### config.mk
export PLATFORM = sky130hd
export DESIGN_NAME = uart_prom_loader_flat
export DESIGN_NICKNAME = d
export VERILOG_FILES = /design/src/rtl/uart_prom_loader_if.sv /design/src/rtl/uart_prom_loader.sv /design/src/flat_wrapper.sv
export SDC_FILE = /design/constraint.sdc
export NUM_CORES = 1
export LEC_CHECK = 0
export ABC_AREA = 1
export BUFFER_PORTS_ARGS = -buffer_cell sky130_fd_sc_hd__buf_2
export CELL_PAD_IN_SITES_DETAIL_PLACEMENT = 2
export CELL_PAD_IN_SITES_GLOBAL_PLACEMENT = 2
export CORE_ASPECT_RATIO = 0.8
export CORE_MARGIN = 2
export CORE_UTILIZATION = 35
export CTS_CLUSTER_SIZE = 24
export DETAILED_ROUTE_END_ITERATION = 10
export PLACE_DENSITY_LB_ADDON = 0.1
export SLEW_MARGIN = 15
export SYNTH_ARGS = -nofsm -noshare
export SYNTH_HDL_FRONTEND = slang
export SYNTH_SLANG_ARGS = --single-unit
### constraint.sdc
create_clock -name clk -period 4.02 [get_ports clk]
set_clock_uncertainty 0.05 [all_clocks]
set_input_delay 0.201 -clock clk [delete_from_list [all_inputs] [get_ports clk]]
set_output_delay 0.201 -clock clk [all_outputs]
set_load 0.005 [all_outputs]
### src/rtl/uart_prom_loader_if.sv
// Byte stream from the UART receiver into the PROM loader.
// The master drives the byte and its valid flag; the slave answers with ready.
interface uart_prom_loader_if;
   logic [7:0] rx_data_i;
   logic       rx_valid_i;
   logic       rx_ready_o;

   modport master (output rx_data_i, output rx_valid_i, input rx_ready_o);
   modport slave  (input rx_data_i, input rx_valid_i, output rx_ready_o);
endinterface

### src/rtl/uart_prom_loader.sv
// Framed program loader: SYNC, N, N*WORD_BYTES data bytes, checksum C.
// Each assembled little-endian word is written to the PROM one cycle after its last byte.
module uart_prom_loader #(
   parameter int         WORD_BYTES = 2,
   parameter int         ROM_WORDS  = 64,
   parameter logic [7:0] SYNC_BYTE  = 8'hA5
) (
   input  logic                         clk,
   input  logic                         reset_n,
   input  logic                         enable_i,
   uart_prom_loader_if.slave            rx,
   output logic [$clog2(ROM_WORDS)-1:0] mem_addr_o,
   output logic [8*WORD_BYTES-1:0]      mem_data_o,
   output logic                         mem_we_o,
   output logic                         busy_o,
   output logic                         done_o,
   output logic                         error_o,
   output logic [7:0]                   words_written_o
);

   localparam int AW = $clog2(ROM_WORDS);
   localparam int DW = 8 * WORD_BYTES;
   localparam logic [1:0] LAST_IDX = 2'(WORD_BYTES - 1);

   localparam logic [2:0] ST_SYNC  = 3'd0;
   localparam logic [2:0] ST_LEN   = 3'd1;
   localparam logic [2:0] ST_DATA  = 3'd2;
   localparam logic [2:0] ST_WRITE = 3'd3;
   localparam logic [2:0] ST_CSUM  = 3'd4;
   localparam logic [2:0] ST_DONE  = 3'd5;
   localparam logic [2:0] ST_ERROR = 3'd6;

   if (WORD_BYTES < 1 || WORD_BYTES > 4) begin : g_bad_word_bytes
      $error("uart_prom_loader: WORD_BYTES must be 1..4");
   end
   if (ROM_WORDS < 2 || (ROM_WORDS & (ROM_WORDS - 1)) != 0) begin : g_bad_rom_words
      $error("uart_prom_loader: ROM_WORDS must be a power of 2 and at least 2");
   end

   logic [2:0]    state_q, state_d;
   logic [7:0]    len_q, len_d;
   logic [7:0]    sum_q, sum_d;
   logic [1:0]    byte_idx_q, byte_idx_d;
   logic [DW-1:0] word_q, word_d;
   logic [AW-1:0] addr_q, addr_d;
   logic [7:0]    count_q, count_d;

   logic                  rx_ready;
   logic                  take;
   logic [7:0]            sum_plus;
   logic [7:0]            count_inc;
   logic [WORD_BYTES-1:0] lane_sel;

   genvar gi;
   generate
      for (gi = 0; gi < WORD_BYTES; gi++) begin : g_lane
         assign lane_sel[gi] = (byte_idx_q == 2'(gi));
      end
   endgenerate

   assign rx_ready  = enable_i && (state_q != ST_WRITE);
   assign take      = rx.rx_valid_i && rx_ready;
   assign sum_plus  = sum_q + rx.rx_data_i;
   assign count_inc = count_q + 8'd1;

   always_comb begin
      state_d    = state_q;
      len_d      = len_q;
      sum_d      = sum_q;
      byte_idx_d = byte_idx_q;
      word_d     = word_q;
      addr_d     = addr_q;
      count_d    = count_q;
      if (!enable_i) begin
         state_d    = ST_SYNC;
         len_d      = '0;
         sum_d      = '0;
         byte_idx_d = '0;
         word_d     = '0;
         addr_d     = '0;
         count_d    = '0;
      end else begin
         case (state_q)
            ST_SYNC: begin
               if (take && rx.rx_data_i == SYNC_BYTE) begin
                  sum_d      = '0;
                  byte_idx_d = '0;
                  word_d     = '0;
                  addr_d     = '0;
                  count_d    = '0;
                  state_d    = ST_LEN;
               end
            end
            ST_LEN: begin
               if (take) begin
                  len_d   = rx.rx_data_i;
                  sum_d   = sum_plus;
                  state_d = (rx.rx_data_i == 8'd0) ? ST_CSUM : ST_DATA;
               end
            end
            ST_DATA: begin
               if (take) begin
                  for (int k = 0; k < WORD_BYTES; k++) begin
                     if (lane_sel[k]) word_d[8*k +: 8] = rx.rx_data_i;
                  end
                  sum_d = sum_plus;
                  if (byte_idx_q == LAST_IDX) begin
                     byte_idx_d = '0;
                     state_d    = ST_WRITE;
                  end else begin
                     byte_idx_d = byte_idx_q + 2'd1;
                  end
               end
            end
            ST_WRITE: begin
               // Address wraps naturally because ROM_WORDS is a power of two.
               addr_d  = addr_q + 1'b1;
               count_d = count_inc;
               word_d  = '0;
               state_d = (count_inc == len_q) ? ST_CSUM : ST_DATA;
            end
            ST_CSUM: begin
               if (take) state_d = (sum_plus == 8'd0) ? ST_DONE : ST_ERROR;
            end
            default: ;
         endcase
      end
   end

   always_ff @(posedge clk or negedge reset_n) begin
      if (!reset_n) begin
         state_q    <= ST_SYNC;
         len_q      <= '0;
         sum_q      <= '0;
         byte_idx_q <= '0;
         word_q     <= '0;
         addr_q     <= '0;
         count_q    <= '0;
      end else begin
         state_q    <= state_d;
         len_q      <= len_d;
         sum_q      <= sum_d;
         byte_idx_q <= byte_idx_d;
         word_q     <= word_d;
         addr_q     <= addr_d;
         count_q    <= count_d;
      end
   end

   assign rx.rx_ready_o     = rx_ready;
   assign mem_addr_o        = addr_q;
   assign mem_data_o        = word_q;
   assign mem_we_o          = enable_i && (state_q == ST_WRITE);
   assign busy_o            = (state_q == ST_LEN) || (state_q == ST_DATA) ||
                              (state_q == ST_WRITE) || (state_q == ST_CSUM);
   assign done_o            = (state_q == ST_DONE);
   assign error_o           = (state_q == ST_ERROR);
   assign words_written_o   = count_q;

endmodule
### src/flat_wrapper.sv
// flat-port wrapper written by rule: the top's interface ports become plain ports
module uart_prom_loader_flat 
#(
   parameter int         WORD_BYTES = 2,
   parameter int         ROM_WORDS  = 64,
   parameter logic [7:0] SYNC_BYTE  = 8'hA5
)
  (clk, reset_n, enable_i, mem_addr_o, mem_data_o, mem_we_o, busy_o, done_o, error_o, words_written_o, rx_rx_data_i, rx_rx_valid_i, rx_rx_ready_o);
  uart_prom_loader_if rx_i ();
  input  logic clk;
  input  logic reset_n;
  input  logic enable_i;
  output logic [$clog2(ROM_WORDS)-1:0] mem_addr_o;
  output logic [8*WORD_BYTES-1:0] mem_data_o;
  output logic mem_we_o;
  output logic busy_o;
  output logic done_o;
  output logic error_o;
  output logic [7:0] words_written_o;
  input wire logic [$bits(rx_i.rx_data_i)-1:0] rx_rx_data_i;
  input wire logic [$bits(rx_i.rx_valid_i)-1:0] rx_rx_valid_i;
  output wire logic [$bits(rx_i.rx_ready_o)-1:0] rx_rx_ready_o;
  assign rx_i.rx_data_i = rx_rx_data_i;
  assign rx_i.rx_valid_i = rx_rx_valid_i;
  assign rx_rx_ready_o = rx_i.rx_ready_o;
  uart_prom_loader #(.WORD_BYTES(WORD_BYTES), .ROM_WORDS(ROM_WORDS), .SYNC_BYTE(SYNC_BYTE)) u_core (.clk(clk), .reset_n(reset_n), .enable_i(enable_i), .rx(rx_i), .mem_addr_o(mem_addr_o), .mem_data_o(mem_data_o), .mem_we_o(mem_we_o), .busy_o(busy_o), .done_o(done_o), .error_o(error_o), .words_written_o(words_written_o));
endmodule
-- After elaboration in Yosys (flattened, before gate mapping)
Index checks and enable logic that the tools add are counted.
- register bits: 51
- latch bits: 0
- bits in writable memories: 0
- ROM bits: 0
- input port bits: 12
- output and inout bits: 35
- logic and storage cells: 88
- memories kept: 0
- add/subtract/negate cells: 4
- multiply operators: 0
- divide/modulo/power cells: 0
- magnitude comparators: 0
- eq/ne operators: 24
- shifts and indexed selects: 0
- mux-type cells: 33
- bitwise logic cells: 0
- reductions and logical operators: 19
- operators by type and width (operator ; count):
    $mux W8 ; 9
    $mux W16 ; 3
    $pmux W16 S3 ; 1
    $pmux W8 S2 ; 2
    $ne A3 B2 Y1 const B ; 9
    $mux W3 ; 8
    $logic_not A8 Y1 ; 2
    $pmux W3 S5 ; 1
    $mux W6 ; 2
    $pmux W6 S2 ; 1
    $mux W2 ; 5
    $eq A3 B3 Y1 const B ; 3
    $add A8 B1 Y8 const B ; 1
    $add A8 B8 Y8 ; 1
    $eq A8 B8 Y1 ; 1
    $eq A8 B8 Y1 const B ; 1
    $reduce_and A4 Y1 ; 2
    $add A6 B1 Y6 const B ; 1
    $eq A3 B2 Y1 const B ; 2
    $ne A3 B1 Y1 const B ; 2
    $ne A6 B1 Y1 const B ; 1
    $reduce_and A3 Y1 ; 2
    $reduce_and A6 Y1 ; 1
    $logic_and A1 B1 Y1 ; 4
    11 further kinds ; 15

-- Longest topological paths before layout
Gate-level depths: netlist of the first run.
- depth after elaboration: 7
- mapped depth: 14
- depth with buffers taken out: 14

-- Worst setup path before layout of the first run
Ideal clock, no wire load.
- path type: register to register
- start point: register u_core.sum_q[0]
- end point: register u_core.state_q[1]
- setup time: 0.116 ns
- data arrival time: 1.825 ns
- data required time: 3.854 ns
- setup slack: 2.029 ns
- cell stages (with the launch flop): 12
- buffers on the path: 0
- clock period less this slack: 1.991 ns
- path through: dfrtp_1 ha_1 fa_1 or2_2 nor2_1 nand3_1 nor2_1 nand2_1 nand2_1 nand3_1 nand2_1 nand2_1
- cells in the longest elaborated chain, start to end: 6
- ends and longest elaborated chain (what ; line ; text):
    start, declared ; uart_prom_loader.sv:42 ; logic [7:0] sum_q, sum_d;
    start signal, assigned ; uart_prom_loader.sv:142 ; sum_q <= sum_d;
    $add A8 B8 Y8 ; uart_prom_loader.sv:63 ; assign sum_plus = sum_q + rx.rx_data_i;
    $logic_not A8 Y1 ; uart_prom_loader.sv:123 ; if (take) state_d = (sum_plus == 8'd0) ? ST_DONE : ST_ERROR;
    $mux W2 ; uart_prom_loader.sv:123 ;
    $mux W3 ; uart_prom_loader.sv:123 ;
    $pmux W3 S5 ; uart_prom_loader.sv:83 ; case (state_q)
    $mux W3 ; uart_prom_loader.sv:74 ; if (!enable_i) begin
    end signal, assigned ; uart_prom_loader.sv:140 ; state_q <= state_d;
    end, declared ; uart_prom_loader.sv:40 ; logic [2:0] state_q, state_d;
Every way passes these cells. The select of a mux whose other input is x is not followed.
A chain may end at the register's enable or synchronous reset.

-- Final worst setup path of the first run
- start point: register u_core.state_q[2]
- end point: output mem_we_o
- cells in the longest elaborated chain, start to end: 2
- ends and longest elaborated chain (what ; line ; text):
    $eq A3 B2 Y1 ; uart_prom_loader.sv:153 ; assign mem_we_o = enable_i && (state_q == ST_WRITE);
    $logic_and A1 B1 Y1 ; uart_prom_loader.sv:153 ;
    end, declared ; flat_wrapper.sv:15 ; output logic mem_we_o;
Every way passes these cells.

==> results.toml, run 1 <==
[sta]
period_share_pct = 56.15
period_needed_ns = 2.257
drv_slew = 0
worst_pin_slew_ns = 0.7094
fin_tns_setup_ns = 0
setup_viol = 0
rsz0062_at_grt = "no"
slew_headroom_pct = 52.70
max_freq_mhz = 443.0
hold_viol = 0
holdWs_ns = 0.1849

[min_path]
min_path_type = "in2reg"

[finish]
finalNetCount = 488
drive_above_1_share_pct = 17.99
multiInputGateArea_um2 = 1574
n_antenna_cell = 0
fillers = 1079
syn_to_final_growth_pct = 14.44
seqCellArea_um2 = 1276

[setup_path]
required_ns = 3.77
cp-start-kind = "register"
crit_fanout = 8
crit_chain = "inv_2 > nand2_4 > nor2_4 > inv_1 > nor2_2 > buf_2"
cp_top_family = "simple AND/OR/NAND/NOR gates"
end_kind = "output pin"
cp.buffers_inverters = 3
crit_slowest_cell = "dfrtp_1"
critPathMaxStageDelay_ns = 0.52
critPathArrivalTime_ns = 2.01
worst-setup-path-type = "reg2out"

[outcome]
status = "finished, final reports clean"

[floorplan]
rows = 30
die_x_um = 109.7
ios = 47
die-area_um2 = 9714
start_util_pct = 36.39
die_height_um = 88.56
core_area_um2 = 8596

[synthesis]
seq_area_frac_synth_pct = 40.80
async_reset_ff_share_pct = 100.0
synth_common_cells = "nand2_1, inv_1, dfrtp_1"
syn_nets = 439
synthFlopType = "dfrtp_1"
synth_area_per_cell_um2 = 7.501
synthesis.instances = 417
yosysMostFrequentCell = "nand2_1"
synth_area_leader_cell = "dfrtp_1"
synth_top_area_share_pct = 40.80
syn-cell-area_um2 = 3128
ys_ff_latch = 51
synthTopCellsByArea = "dfrtp_1, nand2_1, nand3_1"
yosysWarnings = 0
synth_edf_count = 0
synth_cell_type_count = 33

[global_route]
grt_first_pass_wirelength_mm = 16.35
grt_pass1_vias = 3186
overflow = 0
grt.total_usage_pct = 21.81
antenna_found_initial = 0
grt_max_degree = 52

[power]
irDropWorstVdd_v = 0.0002365
power.total_mw = 2.025
leakage_nw = 1.832
power_density_nw_per_um2 = 565.6

[cts]
numCtsBuffers = 5
cts_sinks = 51
post_cts_resized = 0
clockBufferDepth = 2
path_clk_slew_ns = 0.11
clk_latency_ns = 0.32
root_buffer = "clkbuf_8"
postCtsHoldBufs = 1
cts_tree = "done"
htreeDepth = 2
postCtsSetupBuffers = 0

[detailed_routing]
drc = 0
wl_mm = 9.777
via_count = 2925
antenna_left = 0
viasPerCell = 5.052
wl_per_cell_um = 16.89
firstDrtPassIters = 4
initialDrtViolationCount = 100

[place]
io_buffers = 46
dpl.hpwl_mm = 7.644
gp_congestion = 0.7788

[flow_run]
cap_viol_max_count = 0
[kinds of logic (layout without fill, tap and decap cells)]
kind of cell             after synthesis  count (layout)  synth area share (%)
XOR/XNOR                               6               6                 1.680
adder cells (fa/ha/maj)               10              10                 4.240
AO/OA/AOI/OAI                         61              61                 11.60
flip-flops                            51              51                 40.80
buffers and inverters                 66             116                 8.880
AND/OR/NAND/NOR                      223             223                 32.80
[layout by cell type (no fill, tap or decap), types with 2 or more instances in the layout]
master and count:
a21oi_1 8, buf_2 46, clkbuf_8 5, dfrtp_1 51, ha_1 9, inv_1 52
inv_2 8, nand2_1 115, nand2_2 2, nand2_4 3, nand3_1 41, nand3b_1 2
nand4_1 6, nor2_1 34, nor2_2 5, nor2_4 4, nor3_1 5, o21a_1 10
o21ai_0 8, o21ai_1 20, o21ai_2 2, o22ai_1 7, o31ai_1 4, or2_2 2
xnor2_1 3, xor2_1 3
[path summary, 6_finish.rpt]
check	start	end	slack, ns	cells past startpoint
worst max-delay path	u_core.state_q[2]	mem_we_o	1.76	6
min in group asynchronous	reset_n	u_core.words_written_o[4]	0.47	3
worst min register to register	u_core.mem_data_o[8]	u_core.mem_data_o[8]	0.45	1
worst max register to register	u_core.state_q[2]	u_core.mem_addr_o[3]	1.83	10
worst min-delay path	rx_rx_data_i[3]	u_core.len_q[3]	0.18	3
max in group asynchronous	reset_n	u_core.mem_data_o[6]	2.96	3
[cell type report]
| type | instances | share of cell area (%) |
|---|---|---|
| clock inverter | 3 | 1.328 |
| clock buffer | 5 | 1.922 |
| timing repair buffer | 48 | 6.921 |
| tap | 112 | 3.915 |
| inverter | 60 | 6.292 |
| sequential | 51 | 35.65 |
| multi-input combinational | 300 | 43.97 |
[metrics by stage]
step                      instance area, um^2  worst slack [ns]  utilization, %  std cells
after detailed placement                 3453             1.853           40.17        570
after global routing                     3580             1.617           41.64        579
after floorplan                          3128             2.029               -        417
final                                    3580             1.763           41.64        579
after CTS                                3580             1.756           41.64        579
after global placement                   3453             1.886           40.17        570
[worst register-to-register path: cells and delay by family (launching register included)]
kind,cells,cell delay (ns)
flops,1,0.52
compound gates,4,0.73
buf+inv,3,0.46
simple gates,3,0.37
[report_power, final]
| group | leakage [nW] | total [mW] | internal [mW] | switching [mW] |
|---|---|---|---|---|
| clock network | 0.0587 | 0.395 | 0.189 | 0.206 |
| logic | 1.08 | 0.932 | 0.318 | 0.614 |
| registers | 0.694 | 0.698 | 0.621 | 0.0763 |
[layer usage]
layer	vias up	share of wire [%]	global-route usage (%)
li1	1446	-	-
met1	1438	50	29.76
met2	34	47	37.15
met3	7	2.6	3.535
met4	0	0.58	3.682
met5	-	0	0
[sequential cells by signal (all words and copies together) (netlist names)]
signal and count:
u_core.sum_q 8, u_core.mem_data_o 16, u_core.byte_idx_q 2, u_core.words_written_o 8, u_core.len_q 8, u_core.mem_addr_o 6, u_core.state_q 3
(Power assumes the default switching activity.)
==> run 2, diff against run 1 <==
- ABC_AREA: 1 -> 0
- clock period: 4.02 -> 2.15 ns (I/O delays scaled with it)
==> results.toml, run 2 <==
[outcome]
status = "finished with violations"
failed_checks = "setup timing"

[global_route]
overflow = 0
use_met3_pct = 2.857
antenna_found_initial = 0
grt_first_pass_wirelength_mm = 15.12
met1_usage_pct = 28.79
grt.total_usage_pct = 21.08
grt_max_degree = 29
grt_pass1_vias = 2859
grt_use_met2_pct = 35.79
top_usage_layer = "met2"

[detailed_routing]
viasPerCell = 5.310
wl_mm = 9.419
initialDrtViolationCount = 79
antenna_left = 0
wl_per_cell_um = 18.73
firstDrtPassIters = 4
drc = 0
via_count = 2671

[synthesis]
yosysWarnings = 0
ys_ff_latch = 51
synth_cell_type_count = 47
synth_area_leader_cell = "dfrtp_1"
async_reset_ff_share_pct = 100.0
synth_common_cells = "dfrtp_1, nand2_1, o21ai_0"
synthTopCellsByArea = "dfrtp_1, mux2_2, nand2_1"
synthFlopType = "dfrtp_1"
syn_nets = 336
synth_edf_count = 0
synth_top_area_share_pct = 42.93
synthesis.instances = 314
seq_area_frac_synth_pct = 42.93
synth_area_per_cell_um2 = 9.468
yosysMostFrequentCell = "dfrtp_1"
syn-cell-area_um2 = 2973

[floorplan]
core_area_um2 = 8371
die_x_um = 107.0
start_util_pct = 35.52
die_height_um = 86.43
rows = 30
ios = 47
die-area_um2 = 9251

[power]
leakage_nw = 1.845
irDropWorstVdd_v = 0.0004134
power_density_nw_per_um2 = 731.3

[finish]
n_antenna_cell = 0
finalNetCount = 412
drive_above_1_share_pct = 32.48
fillers = 924
final_area_um2 = 3786
largest_reg_flops = 16
layout_commonest_cell = "dfrtp_1"
mostFrequentLayoutCells = "dfrtp_1, nand2_1, buf_2"
syn_to_final_growth_pct = 27.36

[sta]
drv_slew = 0
holdWs_ns = 0.04804
worst_pin_slew_ns = 0.6125
layout_setup_ws_ns = -0.2365
setup_viol = 3
max_freq_mhz = 419.0
period_needed_ns = 2.387
period_share_pct = 111.0
hold_viol = 0
slew_headroom_pct = 59.17
rsz0062_at_grt = "yes"

[place]
gp_congestion = 0.8721
io_buffers = 46
dpl.hpwl_mm = 7.165
postPlaceCellArea_um2 = 3576

[cts]
path_clk_slew_ns = 0.10
htreeDepth = 2
root_buffer = "clkbuf_8"
cts_tree = "done"
numCtsBuffers = 5
cts_sinks = 51
clockBufferDepth = 2
clk_latency_ns = 0.32

[setup_path]
required_ns = 2.31
critPathArrivalTime_ns = 2.55
crit_fanout = 2
worst-setup-path-type = "reg2reg"
end_kind = "register"
cp-start-kind = "register"

[flow_run]
cap_viol_max_count = 0

[min_path]
min_path_type = "in2reg"
-- run 2: path summary, 6_finish.rpt --
path,startpoint,endpoint,slack (ns),cells past startpoint
setup / recovery,u_core.sum_q[0],u_core.state_q[1],-0.24,9
hold / removal,rx_rx_data_i[5],u_core.len_q[5],0.05,3
setup reg to reg,u_core.sum_q[0],u_core.state_q[1],-0.24,9
hold reg to reg,u_core.sum_q[4],u_core.sum_q[4],0.45,2
max in group asynchronous,reset_n,u_core.words_written_o[1],1.20,3
min in group asynchronous,reset_n,u_core.mem_addr_o[3],0.27,2
-- run 2: layout make-up --
cell class | count | area [um^2] | area share (%)
Multi-Input combinational cell | 243 | 1659 | 43.82
Clock inverter | 3 | 67.56 | 1.785
Sequential cell | 51 | 1276 | 33.71
Timing Repair Buffer | 84 | 555.5 | 14.67
Clock buffer | 5 | 68.82 | 1.818
Tap cell | 112 | 140.1 | 3.701
Inverter | 5 | 18.77 | 0.4957
-- run 2: stage by stage --
step	instances	worst slack [ns]	power, mW	utilization, %	TNS, ns
2_1_floorplan	314	0.008929	1.535	-	0
3_3_place_gp	494	-0.1162	1.879	42.72	-0.2087
3_5_place_dp	494	-0.3128	1.913	42.72	-0.6808
4_1_cts	503	-0.2228	2.762	44.59	-0.4635
5_1_grt	503	-0.3659	2.924	45.23	-0.9755
6_report	503	-0.2365	2.769	45.23	-0.4748
-- run 2: metal layers --
| metal | share of wire [%] | wire, um |
|---|---|---|
| met2 | 48 | 4550 |
| met5 | 0 | 0 |
| met4 | 0.87 | 82 |
| met3 | 1.9 | 177 |
| met1 | 49 | 4610 |
-- run 2: timing repair --
action,4_1_cts,5_1_grt
endpoints found under the setup margin,5,13
pin swaps,10,0
hold endpoints to repair,23,0
hold buffers,1,0
resized for setup,4,9
buffers inserted,1,0
-- run 2: worst max-delay path, cell delays in order (launching register included) --
cell and delay, ns:
dfrtp_1 0.40, ha_2 0.19, fa_2 0.37, a211oi_4 0.27, o21bai_1 0.12, a21oi_1 0.18
xor2_1 0.22, nand4_1 0.19, a31oi_1 0.20, o31ai_1 0.09
-- run 2: logic make-up after synthesis --
kind of cell               share of synthesized area, %
and+or+nand+nor                                   18.98
DFF                                               42.93
buffers and inverters                             3.577
muxes                                             6.439
xor gates and xnor gates                          6.187
adders and majority gates                         4.461
AOI/OAI and AO/OA                                 17.42
-- run 2: report_power, final --
group          total [mW]  leakage (nW)  internal, mW  switching, mW
sequential           1.07         0.706          1.02         0.0495
clock               0.825        0.0644         0.465          0.361
combinational       0.875          1.07         0.398          0.477
==> run 3, diff against run 2 <==
- SETUP_SLACK_MARGIN: default -> 0.2
==> results.toml, run 3 (synthesis gave the netlist of run 2 again) <==
[outcome]
status = "finished with violations"
failed_checks = "setup timing"

[sta]
slew_headroom_pct = 58.67
period_share_pct = 112.2
rsz0062_at_grt = "yes"
hold_viol = 0
max_freq_mhz = 414.6
setup_viol = 3
drv_slew = 0
layout_setup_ws_ns = -0.2619
worst_pin_slew_ns = 0.6200
period_needed_ns = 2.412

[place]
dp_cells = 492
postPlaceCellArea_um2 = 3556
io_buffers = 46
gp_congestion = 0.7730
dpl.hpwl_mm = 7.256

[detailed_routing]
viasPerCell = 5.375
wl_per_cell_um = 19.85
wl_mm = 10.12
via_count = 2741
firstDrtPassIters = 4
antenna_left = 0
initialDrtViolationCount = 89
drc = 0

[finish]
finalNetCount = 419
mostFrequentLayoutCells = "dfrtp_1, nand2_1, buf_2"
n_antenna_cell = 0
syn_to_final_growth_pct = 34.30
largest_reg_flops = 16
final_area_um2 = 3993
instances_no_fill = 510
layout_commonest_cell = "dfrtp_1"
drive_above_1_share_pct = 39.70
fillers = 894

[floorplan]
die_height_um = 86.43
core_area_um2 = 8371
rows = 30
start_util_pct = 35.52
ios = 47
die-area_um2 = 9251
die_x_um = 107.0

[cts]
clk_latency_ns = 0.31
clockBufferDepth = 2
root_buffer = "clkbuf_8"
cts_tree = "done"
cts_sinks = 51
numCtsBuffers = 5
htreeDepth = 2
path_clk_slew_ns = 0.10

[setup_path]
worst-setup-path-type = "reg2reg"
critPathArrivalTime_ns = 2.56
cp-start-kind = "register"
required_ns = 2.30
critPathMaxStageDelay_ns = 0.40
end_kind = "register"
crit_fanout = 2
crit_slowest_cell = "dfrtp_1"
crit_chain = "ha_2 > fa_2 > a211oi_4 > nor2_2 > xnor2_2 > and4bb_1 > nand4_1 > a31oi_1 > o31ai_1"

[power]
leakage_nw = 1.937
power.total_mw = 2.871
power_density_nw_per_um2 = 719.2
irDropWorstVdd_v = 0.0003216

[global_route]
grt_first_pass_wirelength_mm = 15.79
grt_max_degree = 25
grt_pass1_vias = 2937
antenna_found_initial = 0
grt.total_usage_pct = 21.98
overflow = 0

[min_path]
min_path_type = "in2reg"

[flow_run]
cap_viol_max_count = 0
[run 3: cell types whose count changed in the layout (fill, tap and decap cells not counted), sizes merged]
cell	before	now
clkinvlp	1	0
buf	83	90
inv	4	5
clkbuf	5	6
bufinv	2	1
[run 3: layout make-up]
type,count,area (um^2),area share [%]
clock buffer,6,82.58,2.068
timing repair buffer,91,610.6,15.29
sequential,51,1280,32.06
tap,112,140.1,3.510
inverter,5,23.77,0.5954
multi-input combinational,243,1821,45.60
clock inverter,2,35.03,0.8775
[run 3: per-layer routing]
layer / wire [um] / vias up / GRT usage, %
met5: 0 / - / 0
met4: 141 / 0 / 5.667
met3: 230 / 13 / 2.556
met2: 4978 / 43 / 36.71
met1: 4770 / 1400 / 30.49
li1: - / 1285 / -
[run 3: final timing paths]
kind / start / end / slack [ns] / cells past startpoint
min in group asynchronous: reset_n / u_core.words_written_o[5] / 0.29 / 2
hold / removal: rx_rx_data_i[5] / u_core.len_q[5] / 0.04 / 3
setup reg to reg: u_core.sum_q[0] / u_core.state_q[1] / -0.26 / 9
max in group asynchronous: reset_n / u_core.byte_idx_q[1] / 1.10 / 3
hold reg to reg: u_core.mem_addr_o[5] / u_core.mem_addr_o[5] / 0.43 / 1
setup / recovery: u_core.sum_q[0] / u_core.state_q[1] / -0.26 / 9
[run 3: timing repair]
action	CTS	global route
hold buffers	1	0
setup endpoints to repair	9	32
pin swaps	9	15
gates resized for setup	12	49
setup buffers	3	6
endpoints found under the hold margin	22	0
[run 3: worst max-delay path: cells and delay by family, from the launching register on]
kind | cells | cell delay (ns)
AOI/OAI and AO/OA | 3 | 0.60
xor gates and xnor gates | 1 | 0.18
adders and majority gates | 2 | 0.58
DFF | 1 | 0.40
and+or+nand+nor | 3 | 0.48
[run 3: through the flow]
| stage | setup slack, ns | utilization (%) | hold WS [ns] | TNS (ns) |
|---|---|---|---|---|
| 6_report | -0.2619 | 47.70 | 0.04126 | -0.5430 |
| 3_5_place_dp | -0.1617 | 42.48 | 0.1111 | -0.2902 |
| 5_1_grt | -0.3536 | 47.70 | 0.06433 | -0.8242 |
| 3_3_place_gp | -0.04074 | 42.48 | 0.1047 | -0.07834 |
| 4_1_cts | -0.2498 | 44.84 | 0.03862 | -0.4585 |
| 2_1_floorplan | 0.1038 | - | -0.2381 | 0 |
[run 3: where the power goes]
group / internal [mW] / switching [mW] / total (mW)
Combinational: 0.502 / 0.564 / 1.07
Clock: 0.378 / 0.350 / 0.728
Sequential: 1.02 / 0.0577 / 1.08
Total: 1.90 / 0.972 / 2.87
